**src/rtl/ctrlunit_multi_if.sv**
```systemverilog
// +--------------------------------------------------------------------+
// | Module  : ctrlunit_multi_if                                        |
// | Brief   : Handshake/control bundle for ctrlunit_multi.             |
// |           The abort signal exists only when CTRL_ABORT_EN is set.  |
// | Revision: 1.0                                                      |
// +--------------------------------------------------------------------+
`default_nettype none

interface ctrlunit_multi_if #(
  parameter int N_OPS = 4
);
  localparam int IDX_W = (N_OPS > 1) ? $clog2(N_OPS) : 1;
  localparam int CNT_W = $clog2(N_OPS + 1);

  logic             start;
  logic             Astatus;
`ifdef CTRL_ABORT_EN
  logic             abort;
`endif
  logic             ALoad;
  logic             BLoad;
  logic             Muxsel;
  logic             out_ctrl;
  logic             busy;
  logic             done;
  logic [IDX_W-1:0] op_idx;
  logic [CNT_W-1:0] eq_count;

  modport master (
`ifdef CTRL_ABORT_EN
    output abort,
`endif
    output start, Astatus,
    input  ALoad, BLoad, Muxsel, out_ctrl, busy, done, op_idx, eq_count
  );

  modport slave (
`ifdef CTRL_ABORT_EN
    input  abort,
`endif
    input  start, Astatus,
    output ALoad, BLoad, Muxsel, out_ctrl, busy, done, op_idx, eq_count
  );
endinterface

`default_nettype wire

```
**src/rtl/ctrlunit_multi.sv**
```systemverilog
// +--------------------------------------------------------------------+
// | Module  : ctrlunit_multi                                           |
// | Brief   : Multi-operand compare/load control FSM with start/done   |
// |           handshake. Optional abort input under CTRL_ABORT_EN.     |
// | Revision: 1.0                                                      |
// +--------------------------------------------------------------------+
`default_nettype none

module ctrlunit_multi #(
  parameter int N_OPS    = 4,
  parameter int HOLD_CYC = 2
) (
  input  logic             clock,
  input  logic             rst,
  ctrlunit_multi_if.slave  ctl
);

  localparam int IDX_W  = (N_OPS > 1) ? $clog2(N_OPS) : 1;
  localparam int CNT_W  = $clog2(N_OPS + 1);
  localparam int HOLD_W = (HOLD_CYC > 1) ? $clog2(HOLD_CYC) : 1;

  localparam logic [IDX_W-1:0]  c_last_idx  = IDX_W'(N_OPS - 1);
  localparam logic [HOLD_W-1:0] c_hold_last = HOLD_W'(HOLD_CYC - 1);

  typedef enum logic [2:0] {
    S_IDLE     = 3'd0,
    S_INPUT    = 3'd1,
    S_EXTRA    = 3'd2,
    S_EQUAL    = 3'd3,
    S_NOTEQUAL = 3'd4,
    S_OUTPUT   = 3'd5,
    S_DONE     = 3'd6
  } state_t;

  state_t              r_state;
  state_t              w_state_nxt;
  logic [IDX_W-1:0]    r_op_idx;
  logic [IDX_W-1:0]    w_op_idx_nxt;
  logic [CNT_W-1:0]    r_eq_count;
  logic [CNT_W-1:0]    w_eq_count_nxt;
  logic [HOLD_W-1:0]   r_hold;
  logic [HOLD_W-1:0]   w_hold_nxt;
  logic                w_abort;

`ifdef CTRL_ABORT_EN
  assign w_abort = ctl.abort && (r_state != S_IDLE) && (r_state != S_DONE);
`else
  assign w_abort = 1'b0;
`endif

  always_ff @(posedge clock) begin
    if (rst) begin
      r_state    <= S_IDLE;
      r_op_idx   <= '0;
      r_eq_count <= '0;
      r_hold     <= '0;
    end else begin
      r_state    <= w_state_nxt;
      r_op_idx   <= w_op_idx_nxt;
      r_eq_count <= w_eq_count_nxt;
      r_hold     <= w_hold_nxt;
    end
  end

  always_comb begin
    w_state_nxt    = r_state;
    w_op_idx_nxt   = r_op_idx;
    w_eq_count_nxt = r_eq_count;
    w_hold_nxt     = r_hold;
    case (r_state)
      S_IDLE: begin
        if (ctl.start) begin
          w_state_nxt    = S_INPUT;
          w_op_idx_nxt   = '0;
          w_eq_count_nxt = '0;
        end
      end
      S_INPUT: w_state_nxt = S_EXTRA;
      S_EXTRA: w_state_nxt = ctl.Astatus ? S_EQUAL : S_NOTEQUAL;
      S_EQUAL, S_NOTEQUAL: begin
        if (r_state == S_EQUAL) begin
          w_eq_count_nxt = r_eq_count + CNT_W'(1);
        end
        if (r_op_idx == c_last_idx) begin
          w_state_nxt = S_OUTPUT;
          w_hold_nxt  = '0;
        end else begin
          w_state_nxt  = S_INPUT;
          w_op_idx_nxt = r_op_idx + IDX_W'(1);
        end
      end
      S_OUTPUT: begin
        if (r_hold == c_hold_last) begin
          w_state_nxt = S_DONE;
        end else begin
          w_hold_nxt = r_hold + HOLD_W'(1);
        end
      end
      S_DONE:  w_state_nxt = S_IDLE;
      default: w_state_nxt = S_IDLE;
    endcase
    // An aborted job freezes its counters so the partial result stays visible.
    if (w_abort) begin
      w_state_nxt    = S_IDLE;
      w_op_idx_nxt   = r_op_idx;
      w_eq_count_nxt = r_eq_count;
      w_hold_nxt     = r_hold;
    end
  end

  assign ctl.ALoad    = (r_state == S_INPUT);
  assign ctl.BLoad    = (r_state == S_EQUAL) || (r_state == S_NOTEQUAL);
  assign ctl.Muxsel   = (r_state == S_EQUAL);
  assign ctl.out_ctrl = (r_state == S_OUTPUT);
  assign ctl.done     = (r_state == S_DONE);
  assign ctl.busy     = (r_state != S_IDLE);
  assign ctl.op_idx   = r_op_idx;
  assign ctl.eq_count = r_eq_count;

endmodule

`default_nettype wire

```
**src/flat_wrapper.sv**
```systemverilog
// flat-port wrapper written by rule: the top's interface ports become plain ports
module ctrlunit_multi_flat 
#(
  parameter int N_OPS    = 4,
  parameter int HOLD_CYC = 2
)
  (clock, rst, ctl_start, ctl_Astatus, ctl_ALoad, ctl_BLoad, ctl_Muxsel, ctl_out_ctrl, ctl_busy, ctl_done, ctl_op_idx, ctl_eq_count);
  ctrlunit_multi_if #(.N_OPS(N_OPS)) ctl_i ();
  input  logic clock;
  input  logic rst;
  input wire logic [$bits(ctl_i.start)-1:0] ctl_start;
  input wire logic [$bits(ctl_i.Astatus)-1:0] ctl_Astatus;
  output wire logic [$bits(ctl_i.ALoad)-1:0] ctl_ALoad;
  output wire logic [$bits(ctl_i.BLoad)-1:0] ctl_BLoad;
  output wire logic [$bits(ctl_i.Muxsel)-1:0] ctl_Muxsel;
  output wire logic [$bits(ctl_i.out_ctrl)-1:0] ctl_out_ctrl;
  output wire logic [$bits(ctl_i.busy)-1:0] ctl_busy;
  output wire logic [$bits(ctl_i.done)-1:0] ctl_done;
  output wire logic [$bits(ctl_i.op_idx)-1:0] ctl_op_idx;
  output wire logic [$bits(ctl_i.eq_count)-1:0] ctl_eq_count;
  assign ctl_i.start = ctl_start;
  assign ctl_i.Astatus = ctl_Astatus;
  assign ctl_ALoad = ctl_i.ALoad;
  assign ctl_BLoad = ctl_i.BLoad;
  assign ctl_Muxsel = ctl_i.Muxsel;
  assign ctl_out_ctrl = ctl_i.out_ctrl;
  assign ctl_busy = ctl_i.busy;
  assign ctl_done = ctl_i.done;
  assign ctl_op_idx = ctl_i.op_idx;
  assign ctl_eq_count = ctl_i.eq_count;
  ctrlunit_multi #(.N_OPS(N_OPS), .HOLD_CYC(HOLD_CYC)) u_core (.clock(clock), .rst(rst), .ctl(ctl_i));
endmodule
```
**config.mk**
```make
export PLATFORM = sky130hd
export DESIGN_NAME = ctrlunit_multi_flat
export DESIGN_NICKNAME = d
export VERILOG_FILES = /design/src/rtl/ctrlunit_multi_if.sv /design/src/rtl/ctrlunit_multi.sv /design/src/flat_wrapper.sv
export SDC_FILE = /design/constraint.sdc
export NUM_CORES = 1
export LEC_CHECK = 0
export CAP_MARGIN = 20
export CORE_AREA = 2 2 39 41
export DETAILED_ROUTE_END_ITERATION = 8
export DIE_AREA = 0 0 41 43
export PLACE_DENSITY = 0.73
export SLEW_MARGIN = 20
export SYNTH_ARGS = -nofsm -noshare
export SYNTH_HDL_FRONTEND = slang
export SYNTH_SLANG_ARGS = --single-unit
export TNS_END_PERCENT = 30
```
**constraint.sdc**
```tcl
create_clock -name clock -period 3.9 [get_ports clock]
set_input_delay 0.78 -clock clock [delete_from_list [all_inputs] [get_ports clock]]
set_output_delay 0.78 -clock clock [all_outputs]
set_load 0.05 [all_outputs]
```
======== Word level (Yosys, flattened, before mapping) ========
Cells that the tools add are included.
Widths: inputs -> output; s select.
operators by class
  add/subtract/negate cells ............... 3
  multipliers ............................. 0
  divide/modulo/power cells ............... 0
  order comparisons ....................... 0
  equal/unequal tests ..................... 12
  shift-type cells ........................ 0
  muxes and demuxes ....................... 14
  bitwise gates (word level) .............. 0
  reductions and logical operators ........ 10
operator list
  cell                 count
  $mux 3               6
  $pmux 3 s5           1
  $eq 3x3->1 const B   3
  $eq 3x2->1 const B   2
  $ne 2x2->1 const B   3
  $pmux 3 s2           1
  $reduce_and 3->1     2
  $mux 2               2
  $ne 2x1->1 const B   2
  $pmux 2 s2           1
  $reduce_and 2->1     2
  $reduce_bool 2->1    2
  $add 3x1->3 const B  1
  $eq 3x1->1 const B   1
  $logic_not 3->1      1
  $reduce_bool 3->1    1
  $add 2x1->2 const B  1
  $eq 2x2->1 const B   1
  $mux 1               2
  $pmux 1 s2           1
  $reduce_or 2->1      1
  $add 1x1->1 const B  1
  $logic_or 1x1->1     1
word-level totals
  register bits after elaboration ......... 9
  latch bits .............................. 0
  RAM bits ................................ 0
  bits in read-only memories .............. 0
  memories kept ........................... 0

======== Logic depth before layout (Yosys ltp) ========
  depth after elaboration ................. 4
  gate-level depth with buffers ........... 5

======== Worst setup path after synthesis ========
Ideal clock, no wire load.
  path type ............................... reg2out
  from .................................... register u_core.r_state[1]
  to ...................................... output port ctl_done
  data arrival time ....................... 1.867 ns
  data required time ...................... 3.120 ns
  setup slack ............................. 1.253 ns
  cell stages (with the launch flop) ...... 4
  path buffers ............................ 2
  path through ............................ dfxtp_1 -> buf_6 -> clkbuf_1 -> nor3b_1
between the ends
  word-level cells in the longest chain between the ends .. 1
RTL lines
  what                      RTL line               text
  start: declaration        ctrlunit_multi.sv:35   state_t r_state;
  start signal: assignment  ctrlunit_multi.sv:58   r_state <= w_state_nxt;
  $eq 3x3->1                ctrlunit_multi.sv:115  assign ctl.done = (r_state == S_DONE);
  end: declaration          flat_wrapper.sv:18     output wire logic [$bits(ctl_i.done)-1:0] ctl_done;
Every way passes these cells.

======== Worst setup path in the final report ========
  from .................................... register u_core.r_state[0]
  to ...................................... output port ctl_BLoad
between the ends
  word-level cells in the longest chain between the ends .. 2
RTL lines
  what                                             RTL line               text
  $eq 3x2->1 / $eq 3x3->1 (equally long branches)  ctrlunit_multi.sv:112  assign ctl.BLoad = (r_state == S_EQUAL) || (r_state == S_NOTEQUAL);
  $logic_or 1x1->1 (*)                             ctrlunit_multi.sv:112
  end: declaration                                 flat_wrapper.sv:14     output wire logic [$bits(ctl_i.BLoad)-1:0] ctl_BLoad;
Mark *: on every way between the ends. The rest lies on a longest branch, timed or not.

==> results.toml <==
[run_status]
run_status = "finished clean"

[placement]
io_buffers = 14
dpl.hpwl_um = 822
gp_congestion = 0.807
placedCellCount = 93

[power]
p_leak_nw = 0.289
vdd_ir_drop_max_uv = 192
p_per_area_nw_per_um2 = 316

[clock_network]
cts_resized = 0
cts_buffers = 3
cts_tree = "built"
cts_hold_buf = 0
insertion_delay_ns = 0.26
clock_sinks = 9
ctsHtreeMaxLevel = 1
postCtsSetupRepairBufs = 0
cts_root_buf = "clkbuf_4"
clk_pin_slew_ns = 0.06
cts.path.max_buffers = 2

[critical_path]
reg2reg_depth = 3
reg2reg_slack_ns = 2.30
arrival_ns = 2.24
crit_required_ns = 3.12
crit_path_end = "ctl_BLoad"
end_kind = "primary output"
critPathKind = "reg2out"
r2r-end = "u_core.ctl.op_idx[1]$_SDFFE_PP0P_"
path_max_fanout = 21
cp-start-kind = "flip-flop"
r2r_start = "u_core.r_state[0]$_SDFFE_PP0P_"
setup.worst_path.start = "u_core.r_state[0]$_SDFFE_PP0P_"

[synth]
synthMuxAreaShare_pct = 0
synth-edff-count = 0
synthSimpleGateAreaFrac_pct = 38.5
synth_area_per_cell_um2 = 8.29
syn-num-nets = 75
synth_xor_area_share_pct = 0
synth-seq-cells = 9
synth_cell_types = 35
yosys_warnings = 0
synth-adder-area-share_pct = 4.38
syn_inst = 69
synthArstFlopShare_pct = 0
synth.cell_area_um2 = 572
synth_ff_type = "dfxtp_1"
synth-compound-area-share_pct = 17.5
ys_seq_area_share_pct = 31.5
synth_top_family_by_area = "simple AND/OR/NAND/NOR gates"

[timing]
drv_slew = 0
slew_headroom_pct = 61.0
hold_ws_ns = 0.514
setup_tns_ns = 0
rsz0062_at_grt = "false"
post-route-period-util_pct = 77.5
hold_violations = 0
fin_worst_skew_ns = 0.00453
tightestPinTransition_ns = 0.584
setup_viol = 0
fmax_mhz = 331
min_period_ns = 3.02

[global_route]
grt_remaining_overflow = 0
grt_usage_pct = 16.5
grt_pass1_vias = 424
grt_first_pass_wirelength_um = 1930
grt_max_degree = 22
antenna_found_initial = 0

[cells_and_area]
syn_to_final_growth_pct = 25.8
fill_cells = 138
diodes = 0
layout-drive-gt1-share_pct = 7.41
nNetsFinal = 88
fin_cells = 97

[route]
wl_um = 1160
avgViaCountPerCell = 5.30
drt_iter0_drc = 6
post-route-drc-count = 0
wire_per_inst_um = 11.9
vias = 514
first_pass_iters = 4
ant_nets = 0

[floorplanning]
fp-row-count = 14
core_um2 = 1380
die_w_um = 41
io_pins = 15
fp.dieH_um = 43
start_util_pct = 41.3
dieArea_um2 = 1760

[worst_hold_path]
hp-class = "reg2reg"

[flow_run]
maxCapViolCount = 0
-- registers in the layout, summed over array words and instances (netlist names) --
register / count
u_core.ctl.op_idx: 2
u_core.ctl.eq_count: 3
u_core.r_state: 3
u_core.r_hold: 1
-- layer usage --
layer  global-route usage, %  wire (um)  vias to the layer above
met5                       0          0                        -
met4                    12.0         14                        0
met3                    4.71         68                        2
met2                    20.3        486                       13
met1                    23.5        589                      224
li1                        -          -                      275
-- cell families after synthesis --
family,count (synthesis)
adders and majority gates,2
AOI/OAI and AO/OA,16
and+or+nand+nor,34
buffers and inverters,8
DFF,9
-- worst max-delay path: stages (launching register included) --
cell             delay [ns]
dfxtp_1                0.69
and3b_1                0.30
a21o_1                 0.17
clkdlybuf4s50_1        0.82
-- per-stage QoR --
step	area, um2	utilization, %	power [mW]	setup WS [ns]
finish	719	52.0	0.228	0.879
global route	719	52.0	0.242	0.761
CTS	719	52.0	0.230	0.895
detailed placement	693	50.1	0.158	1.19
global placement	693	50.1	0.158	1.21
floorplan	572	-	0.147	1.25
-- cell usage in the layout (no fill, tap or decap) --
master and instances:
clkbuf_4 3, nand3b_1 2, and2_1 1, a31o_1 1, nor2b_1 3, or3_1 1
or3b_1 1, ha_1 2, or4b_1 1, a21oi_1 7, and4_1 1, nand3_1 2
nand4bb_1 1, a21o_1 2, o211ai_1 1, and4_4 1, nor3_1 3, and3b_1 2
clkdlybuf4s50_1 14, o21ai_0 1, dfxtp_1 9, inv_2 1, nand2b_1 1, or4b_4 1
nor3b_1 2, o21ai_1 2, nor2_1 7, a41o_1 1, nand4_1 1, nor4_1 1
clkbuf_1 1, a41oi_1 1, nand2_1 2, inv_1 1
-- how the worst min path moves through the flow --
stage,start,cells after the start,end,slack [ns]
2_1_floorplan,u_core.r_hold$_SDFFE_PP0P_,2,u_core.r_state[1]$_SDFFE_PP0P_,0.47
3_3_place_gp,u_core.r_hold$_SDFFE_PP0P_,2,u_core.r_state[1]$_SDFFE_PP0P_,0.52
3_5_place_dp,u_core.r_hold$_SDFFE_PP0P_,2,u_core.r_state[1]$_SDFFE_PP0P_,0.51
4_1_cts,u_core.r_hold$_SDFFE_PP0P_,2,u_core.r_state[1]$_SDFFE_PP0P_,0.52
5_1_grt,u_core.r_hold$_SDFFE_PP0P_,2,u_core.r_state[1]$_SDFFE_PP0P_,0.54
6_report,u_core.r_hold$_SDFFE_PP0P_,2,u_core.r_state[1]$_SDFFE_PP0P_,0.51
-- power breakdown --
group | internal (mW) | total (mW) | switching [mW]
logic | 0.0210 | 0.0511 | 0.0301
registers | 0.0949 | 0.105 | 0.0102
clock network | 0.0394 | 0.0713 | 0.0319
-- area by class of cell --
class	count	area (um2)	area share, %
Multi-Input combinational cell	52	345	48.0
Inverter	2	7.51	1.04
Timing Repair Buffer	14	140	19.5
Sequential cell	9	180	25.0
Clock buffer	4	26.3	3.65
Tap cell	16	20.0	2.78
-- synthesized netlist by cell type, types with 2 or more instances --
cell      n  share of area [%]
a21o_1    2                2.6
a21oi_1   7                6.1
and3b_1   2                3.1
buf_6     2                3.9
clkbuf_1  2                1.3
dfxtp_1   9                 32
ha_1      2                4.4
nand2_1   2                1.3
nand3_1   2                1.8
nand3b_1  2                2.6
nor2_1    7                4.6
nor2b_1   3                3.3
nor3_1    3                2.6
nor3b_1   2                2.6
o21ai_1   2                1.8
(Power assumes the default switching activity.)
